**config.mk**
```make
export PLATFORM = sky130hd
export DESIGN_NAME = fp16_sqrt_sequencer
export DESIGN_NICKNAME = d
export VERILOG_FILES = /design/src/rtl/fp16_sqrt_sequencer.sv
export SDC_FILE = /design/constraint.sdc
export NUM_CORES = 1
export LEC_CHECK = 0
export BUFFER_PORTS_ARGS = -buffer_cell sky130_fd_sc_hd__buf_2
export CAP_MARGIN = 20
export CORE_UTILIZATION = 35
export DETAILED_ROUTE_END_ITERATION = 8
export PLACE_DENSITY = 0.59
export SYNTH_ARGS = -nofsm -noshare
export SYNTH_HDL_FRONTEND = slang
export SYNTH_SLANG_ARGS = --single-unit
```
**constraint.sdc**
```tcl
create_clock -name clk -period 5.1 [get_ports clk]
set_clock_uncertainty 0.1 [all_clocks]
set_input_delay 0.765 -clock clk [delete_from_list [all_inputs] [get_ports clk]]
set_output_delay 0.765 -clock clk [all_outputs]
set_load 0.03 [all_outputs]
```
**src/rtl/fp16_sqrt_sequencer.sv**
```systemverilog
// FP16 square-root controller: accepts one half-precision operand, runs an
// 11-step restoring sqrt on the normalized mantissa and returns the packed root.
module fp16_sqrt_sequencer (
    input  logic        clk,
    input  logic        rst_n,
    input  logic        in_valid,
    input  logic [15:0] in_data,
    output logic        in_ready,
    output logic        out_valid,
    output logic [15:0] out_data,
    input  logic        out_ready,
    output logic        busy,
    output logic [2:0]  state_dbg
);

    typedef enum logic [2:0] {
        S_IDLE = 3'd0,
        S_PREP = 3'd1,
        S_ITER = 3'd2,
        S_PACK = 3'd3,
        S_DONE = 3'd4
    } state_t;

    typedef enum logic [1:0] {
        R_FINITE = 2'd0,
        R_ZERO   = 2'd1,
        R_INF    = 2'd2,
        R_NAN    = 2'd3
    } res_t;

    state_t             r_state;
    state_t             w_next;
    logic [15:0]        r_operand;
    logic [33:0]        r_rad;
    logic [20:0]        r_rem;
    logic [10:0]        r_root;
    logic [3:0]         r_iter_left;
    logic signed [6:0]  r_half_exp;
    res_t               r_res;
    logic [15:0]        r_out_data;

    // Operand decode, evaluated while the FSM sits in PREP.
    logic               w_sign;
    logic [4:0]         w_exp_field;
    logic [9:0]         w_frac;
    logic [3:0]         w_msb;
    logic [3:0]         w_clz;
    logic [10:0]        w_mant;
    logic signed [6:0]  w_exp;
    logic signed [6:0]  w_exp_even;
    logic signed [6:0]  w_half;
    logic [11:0]        w_mant_prep;
    res_t               w_res;

    assign w_sign      = r_operand[15];
    assign w_exp_field = r_operand[14:10];
    assign w_frac      = r_operand[9:0];

    // NOTE: every combinational output gets a default before any branch so no latch is inferred.
    always_comb begin
        w_msb = 4'd0;
        for (int i = 0; i < 10; i++) begin
            if (w_frac[i]) w_msb = 4'(i);
        end
    end

    assign w_clz = 4'd9 - w_msb;

    always_comb begin
        if (w_exp_field == 5'd0) begin
            w_mant = {1'b0, w_frac} << (4'd10 - w_msb);
            w_exp  = -7'sd15 - $signed({3'b000, w_clz});
        end else begin
            w_mant = {1'b1, w_frac};
            w_exp  = $signed({2'b00, w_exp_field}) - 7'sd15;
        end
    end

    assign w_mant_prep = w_exp[0] ? {w_mant, 1'b0} : {1'b0, w_mant};
    assign w_exp_even  = w_exp[0] ? (w_exp - 7'sd1) : w_exp;
    assign w_half      = w_exp_even >>> 1;

    always_comb begin
        if (w_exp_field == 5'd31 && w_frac != 10'd0)      w_res = R_NAN;
        else if (w_exp_field == 5'd0 && w_frac == 10'd0)  w_res = R_ZERO;
        else if (w_sign)                                  w_res = R_NAN;
        else if (w_exp_field == 5'd31)                    w_res = R_INF;
        else                                              w_res = R_FINITE;
    end

    // One restoring-sqrt step.
    logic [12:0] w_trial;
    logic [22:0] w_shift_rem;
    logic        w_ge;
    logic [20:0] w_new_rem;

    assign w_trial     = {r_root[10:0], 2'b01};
    assign w_shift_rem = {r_rem[20:0], r_rad[33:32]};
    assign w_ge        = (w_shift_rem >= {10'b0, w_trial});
    assign w_new_rem   = w_ge ? 21'(w_shift_rem - {10'b0, w_trial}) : w_shift_rem[20:0];

    logic [15:0] w_result;
    always_comb begin
        case (r_res)
            R_FINITE: w_result = {1'b0, 5'(r_half_exp + 7'sd15), r_root[9:0]};
            R_ZERO:   w_result = {r_operand[15], 15'd0};
            R_INF:    w_result = 16'h7C00;
            default:  w_result = 16'hFE00;
        endcase
    end

    always_ff @(posedge clk or negedge rst_n) begin
        if (!rst_n) r_state <= S_IDLE;
        else        r_state <= w_next;
    end

    always_comb begin
        w_next    = r_state;
        in_ready  = 1'b0;
        out_valid = 1'b0;
        case (r_state)
            S_IDLE: begin
                in_ready = 1'b1;
                if (in_valid) w_next = S_PREP;
            end
            S_PREP:  w_next = (w_res == R_FINITE) ? S_ITER : S_PACK;
            S_ITER:  if (r_iter_left == 4'd1) w_next = S_PACK;
            S_PACK:  w_next = S_DONE;
            S_DONE: begin
                out_valid = 1'b1;
                if (out_ready) w_next = S_IDLE;
            end
            default: w_next = S_IDLE;
        endcase
    end

    // NOTE: state registers use non-blocking assignment so every flop samples pre-edge values.
    always_ff @(posedge clk or negedge rst_n) begin
        if (!rst_n) begin
            r_operand   <= 16'd0;
            r_rad       <= 34'd0;
            r_rem       <= 21'd0;
            r_root      <= 11'd0;
            r_iter_left <= 4'd0;
            r_half_exp  <= 7'sd0;
            r_res       <= R_FINITE;
            r_out_data  <= 16'd0;
        end else begin
            case (r_state)
                S_IDLE: if (in_valid) r_operand <= in_data;
                S_PREP: begin
                    r_rad       <= {w_mant_prep, 22'd0};
                    r_rem       <= 21'd0;
                    r_root      <= 11'd0;
                    r_iter_left <= 4'd11;
                    r_half_exp  <= w_half;
                    r_res       <= w_res;
                end
                S_ITER: begin
                    r_rad       <= {r_rad[31:0], 2'b00};
                    r_rem       <= w_new_rem;
                    r_root      <= {r_root[9:0], w_ge};
                    r_iter_left <= r_iter_left - 4'd1;
                end
                S_PACK:  r_out_data <= w_result;
                default: ;
            endcase
        end
    end

    assign out_data  = r_out_data;
    assign busy      = (r_state != S_IDLE);
    assign state_dbg = r_state;

endmodule
```
# After elaboration in Yosys (flattened, before gate mapping)
# Cells that the tools add are included.
# word_totals
register_bits,112
latchBits,0
ram_bits,0
mem_bits_ro,0
in_bits,20
output_inout_bits,22
wordCells,72
mem_count,0
# op_classes
add_sub_neg,8
n_mul,0
div,0
n_lt_le_gt_ge,1
n_eq_ne,11
shift,1
mux,30
n_bitwise,0
reduce_logical,12
# ops
operator,n
$pmux 34 s2,1
$pmux 16 s3,1
$pmux 21 s2,1
$ge 23x13->1,1
$pmux 11 s2,1
$mux 21,1
$sub 21x13->21,1
$mux 4,5
$pmux 3 s5,1
$mux 12,1
$mux 2,6
$mux 3,4
$mux 6,2
$mux 11,1
$shl 10x4->11,1
$logic_not 10->1,1
$reduce_bool 10->1,1
$pmux 4 s2,1
$sub 4x4->4 const A,2
$eq 3x2->1 const B,2
$ne 2x2->1 const B,3
$sub 5x4->6 const B,1
$sub 5x5->6 const A,1
$sub 6x2->6 const B,1
other kinds (17),22

# Logic depth before layout (Yosys ltp)
# Gate-level depths: netlist of run 1.
# depth
ltp_word,14
depth_mapped,14
depth_no_buf,12

# Worst setup path before layout of run 1
# OpenSTA, ideal clock, no wires.
# synth_timing
path_kind,register to register
from,register r_operand[2]
to,register r_rad[31]
setup_time_ns,0.141
arrival_time_ns,2.774
t_required_ns,4.859
path_slack_ns,2.085
stages_incl_launch_ff,14
n_path_buf,2
synth_period_minus_slack_ns,3.015
path_cell_list,dfrtp_1 buf_6 nor2_1 nor3_1 o31ai_1 inv_1 ha_1 or3_4 and2_1 buf_4 and2_1 a211o_1 a32oi_1 a31oi_1
# synth_via
elab_chain_len,13
# synth_lines
item,line_no,text
from (decl),33,logic [15:0] r_operand;
from (signal assigned),150,S_IDLE: if (in_valid) r_operand <= in_data;
$mux 2 (2 in a row),63,if (w_frac[i]) w_msb = 4'(i);
$mux 3,63,
$mux 4 (5 in a row),63,
"$sub 4x4->4, on equally long branches","67, 71",
$sub 5x5->6 or $shl 10x4->11 (tied branches),"72, 71",
$mux 6 or $mux 11 (tied branches),70,if (w_exp_field == 5'd0) begin
$mux 12 *,79,"assign w_mant_prep = w_exp[0] ? {w_mant, 1'b0} : {1'b0, w_mant};"
$pmux 34 s2 *,149,case (r_state)
to (signal assigned),152,"r_rad <= {w_mant_prep, 22'd0};"
to (signal assigned),160,"r_rad <= {r_rad[31:0], 2'b00};"
to (decl),34,logic [33:0] r_rad;
# Every way passes the cells marked *; elsewhere a longest branch is shown, timed or not. The select of a mux whose other input is x is not followed.
# A chain may end at the register's enable or synchronous reset.

# Final worst setup path of run 1
# Same ends and word-level chain as after synthesis.

==> impl_metrics.tcl, run 1 <==
set metrics [dict create \
    status "completed" \
    cts_resized 0 \
    grt_pass1_wl_um 23780 \
    drtPass1Iterations 5 \
    cts_max_path_buffers 2 \
    multi_input_area_um2 3088 \
    syn_avg_cell_area_um2 8.904 \
    cts.sinks 90 \
    start_util_pct 35.72 \
    port_buffers 41 \
    slew_viol_final 0 \
    cp-start-kind "flop" \
    worstSetupEndpointType "flop" \
    nets 697 \
    grt_usage_pct 17.96 \
    yosys_warnings 0 \
    hold_path_class "primary input to async pin" \
    grt_overflow_total 0 \
    coreArea_um2 15830 \
    syn_area_um2 5654 \
    area.sequential_um2 2252 \
    rrSetupSlack_ps 1200 \
    drive_gt1_share_pct 14.09 \
    setup.worst_path.class "flop to flop" \
    critPathRequiredTime_ps 5220 \
    drv_cap 0 \
    worst_pin_slew_ps 1110 \
    drt-initial-drc-count 268 \
    antenna_found_initial 0 \
    synthesis.nets 677 \
    diodes 0 \
    async_flop_share_pct 100.0 \
    vias_per_cell 5.517 \
    syn_inst 635 \
    die_h_um 129.1 \
    relSlewSlack_pct 25.66 \
    arrival_ps 4010 \
    grt_pass1_vias 4761 \
    fmax_mhz 256.7 \
    cts_buffers 9 \
    setup_viol 0 \
    path_clk_slew_ps 70 \
    max_stage_delay_ps 620 \
    detail_route.wl_per_cell_um 15.77 \
    synth_edf_count 0 \
    finalHoldViolCount 0 \
    cp_slowest_cell "ha_1" \
    htreeDepth 3 \
    gp_congestion 0.8815 \
    synthToLayoutAreaGrowth_pct 11.26 \
    clkLatencyLatePin_ps 350 \
    antenna_left 0 \
    synth_cell_type_count 81 \
    post-dp-hpwl_um 9955 \
    critPathMaxFanout 14 \
    routed_wl_um 13810 \
    worstPathCellList "nor2_1 > nor3_1 > o31ai_1 > inv_1 > ha_1 > clkinv_1 > a21oi_1 > and3_1 > a2111oi_2 > a211o_1 > a32oi_1 > a31oi_1" \
    synth-seq-area-share_pct 39.83 \
    fin_setup_tns_ps 0 \
    ys.flop_type "dfrtp_1" \
    cts_tree "built" \
    drc 0 \
    rows 46 \
    fill_cells 1577 \
    finalCritPeriodShare_pct 76.38 \
    io_pins 42 \
    dr_total_vias 4833 \
    cts_root_buffer "clkbuf_16" \
    post_cts_buffers 0 \
    min_period_ps 3895 \
    grt_start_max_net_pins 48 \
    die_area_um2 16670 \
    rsz0062_at_grt "false" \
    ctsHoldBuffers 0 \
    synth-seq-cells 90 \
    fp.dieW_um 129.1 \
]
==> cell type report <==
type	count	share of cell area [%]
clock buffer	10	3.799
inverter	34	2.029
tap	216	4.296
multi-input combinational	472	49.09
sequential	90	35.80
clock inverter	6	0.8552
timing repair buffer	48	4.137
==> final timing paths <==
| kind | start | end | depth (start not counted) |
|---|---|---|---|
| max in group asynchronous | rst_n | r_rem[15] | 2 |
| hold reg to reg | r_rem[20] | r_rem[20] | 2 |
| setup / recovery | r_operand[2] | r_rad[31] | 12 |
| hold / removal | rst_n | out_data[13] | 1 |
| setup reg to reg | r_operand[2] | r_rad[31] | 12 |
| min in group clk | r_rem[20] | r_rem[20] | 2 |
==> metrics by stage <==
| step | hold slack [ps] | setup WS [ps] | instance area, um2 | util (%) | cells |
|---|---|---|---|---|---|
| global route | 357.8 | 930.5 | 6291 | 39.75 | 876 |
| global placement | 359.6 | 1512 | 5998 | 37.90 | 860 |
| detailed placement | 368.3 | 1308 | 5998 | 37.90 | 860 |
| floorplan | 341.4 | 2085 | 5654 | - | 635 |
| CTS | 340.7 | 1268 | 6291 | 39.75 | 876 |
| finish | 314.0 | 1205 | 6291 | 39.75 | 876 |
==> critical path: cells and delay by family, from the launching register on <==
kind / cells / cell delay, ps
DFF: 1 / 490
buffers and inverters: 2 / 570
adders and majority gates: 1 / 620
and+or+nand+nor: 3 / 440
AOI/OAI and AO/OA: 6 / 1530
==> cells by family after synthesis <==
| logic type | synth area share, % |
|---|---|
| AO/OA/AOI/OAI | 23.13 |
| AND/OR/NAND/NOR | 19.50 |
| buffers and inverters | 5.554 |
| flip-flops | 39.83 |
| adder cells (fa/ha/maj) | 4.868 |
| multiplexers | 3.563 |
| XOR/XNOR | 3.563 |
==> Yosys cell counts, types with 4 or more instances <==
cell,number,area (um2)
a21oi_1,26,130.1
a22o_1,8,70.07
a221oi_1,6,52.55
mux2_2,7,78.83
nor2b_1,5,31.28
a211oi_1,10,75.07
nand3_1,15,75.07
nand4_1,5,31.28
a211o_1,4,35.03
o21ai_0,58,290.3
mux2i_1,10,100.1
a21o_1,6,45.04
o22ai_1,16,100.1
dfrtp_1,90,2252
nor3_1,10,50.05
a22oi_1,6,45.04
nand3b_1,5,37.54
nor4_1,4,25.02
ha_1,22,275.3
clkbuf_1,25,93.84
o211ai_1,8,60.06
xor2_1,5,43.79
inv_1,32,120.1
xnor2_1,18,157.7
nor2_1,47,176.4
nand2_1,78,292.8
buf_2,8,40.04
nand2b_1,8,50.05
and2_1,5,31.28
buf_4,4,30.03
==> sequential cells by signal (all words and copies together) (netlist names) <==
signal and flops:
state_dbg 3, r_half_exp 5, r_res 2, r_iter_left 4, out_data 16, r_operand 16
r_root 11, r_rad 12, r_rem 21
==> metal layers <==
metal,routed length (um),track usage [%],share of wire (%)
met5,0,0,0
met4,276,6.090,2.0
met3,564,3.675,4.1
met2,6418,29.85,46
met1,6555,23.22,47
==> layout by cell type (no fill, tap or decap), types with 4 or more instances in the layout <==
cell       count
nor2_1        47
nor2b_1        5
nand3b_1       5
a22oi_1        6
nand2_1       78
mux2_2         7
o22ai_1       16
nand2b_1       8
clkbuf_16      9
ha_1          22
a22o_1         8
nor4_1         4
dfrtp_1       90
o21ai_0       58
nand3_1       15
xnor2_1       18
buf_4          8
nand4_1        5
nor3_1        10
inv_1         32
a211o_1        4
a21oi_1       26
o211ai_1       8
and2_1         5
xor2_1         5
buf_2         40
a211oi_1      10
a21o_1         6
a221oi_1       6
mux2i_1       10
inv_6          4
Power of run 1 is left out: the tool's default activity adds up to more than one toggle a clock period on the data nets, which glitch-free logic cannot reach.
==> run 2: changes to the inputs <==
ABC_AREA = 1   (was not set)
PLACE_DENSITY = 0.61   (was 0.59)
clock period = 3.5 ns   (was 5.1 ns; I/O delays follow)
==> impl_metrics.tcl, run 2 <==
set metrics [dict create \
    status "completed" \
    drv_cap 0 \
    start_util_pct 35.89 \
    worstSetupEndpointType "flop" \
    port_buffers 41 \
    synthSimpleGateAreaFrac_pct 27.52 \
    ys.flop_type "dfrtp_1" \
    synth_top_family_by_area "simple AND/OR/NAND/NOR gates" \
    synth_common_cells "nand2_1 (159), dfrtp_1 (90), inv_1 (84), a21oi_1 (58), nor2_1 (55)" \
    largest_reg_flops 21 \
    max_stage_delay_ps 490 \
    whs_ps 110.8 \
    grt_overflow_total 0 \
    layout.cells.non_filler 997 \
    synth_fa_ha_area_share_pct 4.828 \
    io_pins 42 \
    synthToLayoutAreaGrowth_pct 12.75 \
    yosys_warnings 0 \
    antenna_left 0 \
    synth_edf_count 0 \
    die_h_um 129.6 \
    cts_max_path_buffers 2 \
    fill_cells 1693 \
    cts_resized 0 \
    yosysMostFrequentCell "nand2_1" \
    grt_start_max_net_pins 57 \
    largest_register "r_rem" \
    cts.sinks 90 \
    routed_wl_um 13420 \
    synth-seq-cells 90 \
    diodes 0 \
    cts_root_buffer "clkbuf_16" \
    gp_congestion 0.8750 \
    synth-seq-area-share_pct 39.50 \
    netlist.area_leader.share_pct 39.50 \
    multi_input_area_um2 2954 \
    drtPass1Iterations 5 \
    dpl_worst_slack_ps 766.7 \
    synth_compound_area_share_pct 16.79 \
    ys_top_cells_by_area "dfrtp_1 (39%), nand2_1 (10%), inv_1 (5.5%)" \
    drive_gt1_share_pct 15.62 \
    grt_usage_pct 17.65 \
    r2r-start "r_operand[2]" \
    slew_viol_final 0 \
    synth-xor-area-share_pct 2.480 \
    drc 0 \
    finalCritPeriodShare_pct 79.70 \
    critPathRequiredTime_ps 3670 \
    vias_per_cell 4.975 \
    p_leak_uw 0.003158 \
    finalWorstSetupSlack_ps 710.4 \
    setup.worst_path.class "flop to flop" \
    setup_viol 0 \
    grt_pass1_wl_um 23430 \
    cp-startpoint "r_operand[2]" \
    finalHoldViolCount 0 \
    die_area_um2 16810 \
    cellPowerDensity_nw_per_um2 1071 \
    detail_route.wl_per_cell_um 13.46 \
    worst_pin_slew_ps 776.0 \
    drt-initial-drc-count 375 \
    post_cts_buffers 0 \
    worstPathCellList "inv_2 > nand2_1 > nand2_1 > nand2_1 > nand2_1 > nand2_2 > nand2_4 > nand2_8 > inv_2 > ha_1 > clkinv_1 > nand3_1 > nand3_1 > o21ai_1 > a21oi_1 > a21oi_1" \
    antenna_found_initial 0 \
    rsz0062_at_grt "false" \
    syn_avg_cell_area_um2 7.736 \
    syn_area_um2 5702 \
    async_flop_share_pct 100.0 \
    cp-start-kind "flop" \
    synth_cell_type_count 52 \
    fmax_mhz 358.5 \
    muxShareOfSynthArea_pct 0.1975 \
    synthesis.nets 779 \
    fin_setup_tns_ps 0 \
    grt_pass1_vias 4792 \
    htreeDepth 3 \
    coreArea_um2 15890 \
    layout_common_cells "nand2_1 (159), dfrtp_1 (90), inv_1 (84)" \
    dr_total_vias 4960 \
    min_period_ps 2790 \
    rows 46 \
    mostFrequentLayoutCell "nand2_1" \
    post-dp-hpwl_um 9937 \
    hold_path_class "primary input to async pin" \
    path_clk_slew_ps 70 \
    synth_largest_area_cell "dfrtp_1" \
    relSlewSlack_pct 48.21 \
    fp.dieW_um 129.6 \
    vdd_ir_drop_max_uv 432.2 \
    cts_tree "built" \
    nets 818 \
    placed_cells 980 \
    cp_slowest_cell "ha_1" \
    clkLatencyLatePin_ps 350 \
    arrival_ps 2960 \
    syn_inst 737 \
    ctsHoldBuffers 0 \
    cpMostUsedCell "nand2_1" \
    area.sequential_um2 2252 \
    cts_buffers 9 \
    critPathMaxFanout 13 \
]
run 2: changes by cell type after synthesis, moves of 15 or more:
cell,delta
nand2_1,+81
inv_1,+52
nand3_1,+37
a21oi_1,+32
o21ai_0,-17
inv_2,+16
clkbuf_1,-15
run 2: per-stage QoR:
step                cell area, um2  power, uW  util, %
detailed placement            6116       5924    38.50
floorplan                     5702       5038        -
CTS                           6401       6889    40.30
global route                  6429       7608    40.47
finish                        6429       6883    40.47
global placement              6116       5945    38.50
run 2: path summary, 6_finish.rpt:
kind / end / slack, ps / depth (start not counted)
max: r_rad[26] / 710 / 16
min: r_root[3] / 110 / 1
max reg2reg: r_rad[26] / 710 / 16
min reg2reg: out_data[7] / 380 / 2
max in group asynchronous: r_operand[2] / 2450 / 2
min in group clk: state_dbg[2] / 260 / 2
run 2: kinds of logic after synthesis:
group | after synthesis
simple gates | 321
flops | 90
fa+ha+maj | 22
mux | 1
buf+inv | 123
compound gates | 166
xor+xnor | 14
run 2: final cells by class:
cell class | instances | share of cell area [%]
inverter | 103 | 6.014
timing repair buffer | 48 | 4.360
multi-input combinational | 524 | 45.95
sequential | 90 | 35.03
clock inverter | 7 | 0.9342
clock buffer | 9 | 3.503
tap | 216 | 4.204
run 2: per-layer routing:
metal,vias up,wire length [um],part of all wire [%],track usage [%]
met5,-,0,0,0
met4,0,182,1.4,6.224
met3,16,477,3.6,2.353
met2,112,6005,45,28.00
met1,2296,6757,50,24.59
li1,2536,-,-,-
run 2: where the power goes:
group	internal [uW]	leakage (uW)	switching [uW]
sequential	1440	0.00111	303
combinational	1430	0.00192	2780
clock	493	0.000131	445
run 2: worst max-delay path: cells and delay by family, from the launching register on:
| kind | cells | cell delay [ps] |
|---|---|---|
| AND/OR/NAND/NOR | 9 | 780 |
| AO/OA/AOI/OAI | 3 | 480 |
| buffers and inverters | 3 | 440 |
| flip-flops | 1 | 400 |
| adder cells (fa/ha/maj) | 1 | 490 |
Power figures use the tool's default switching activity.
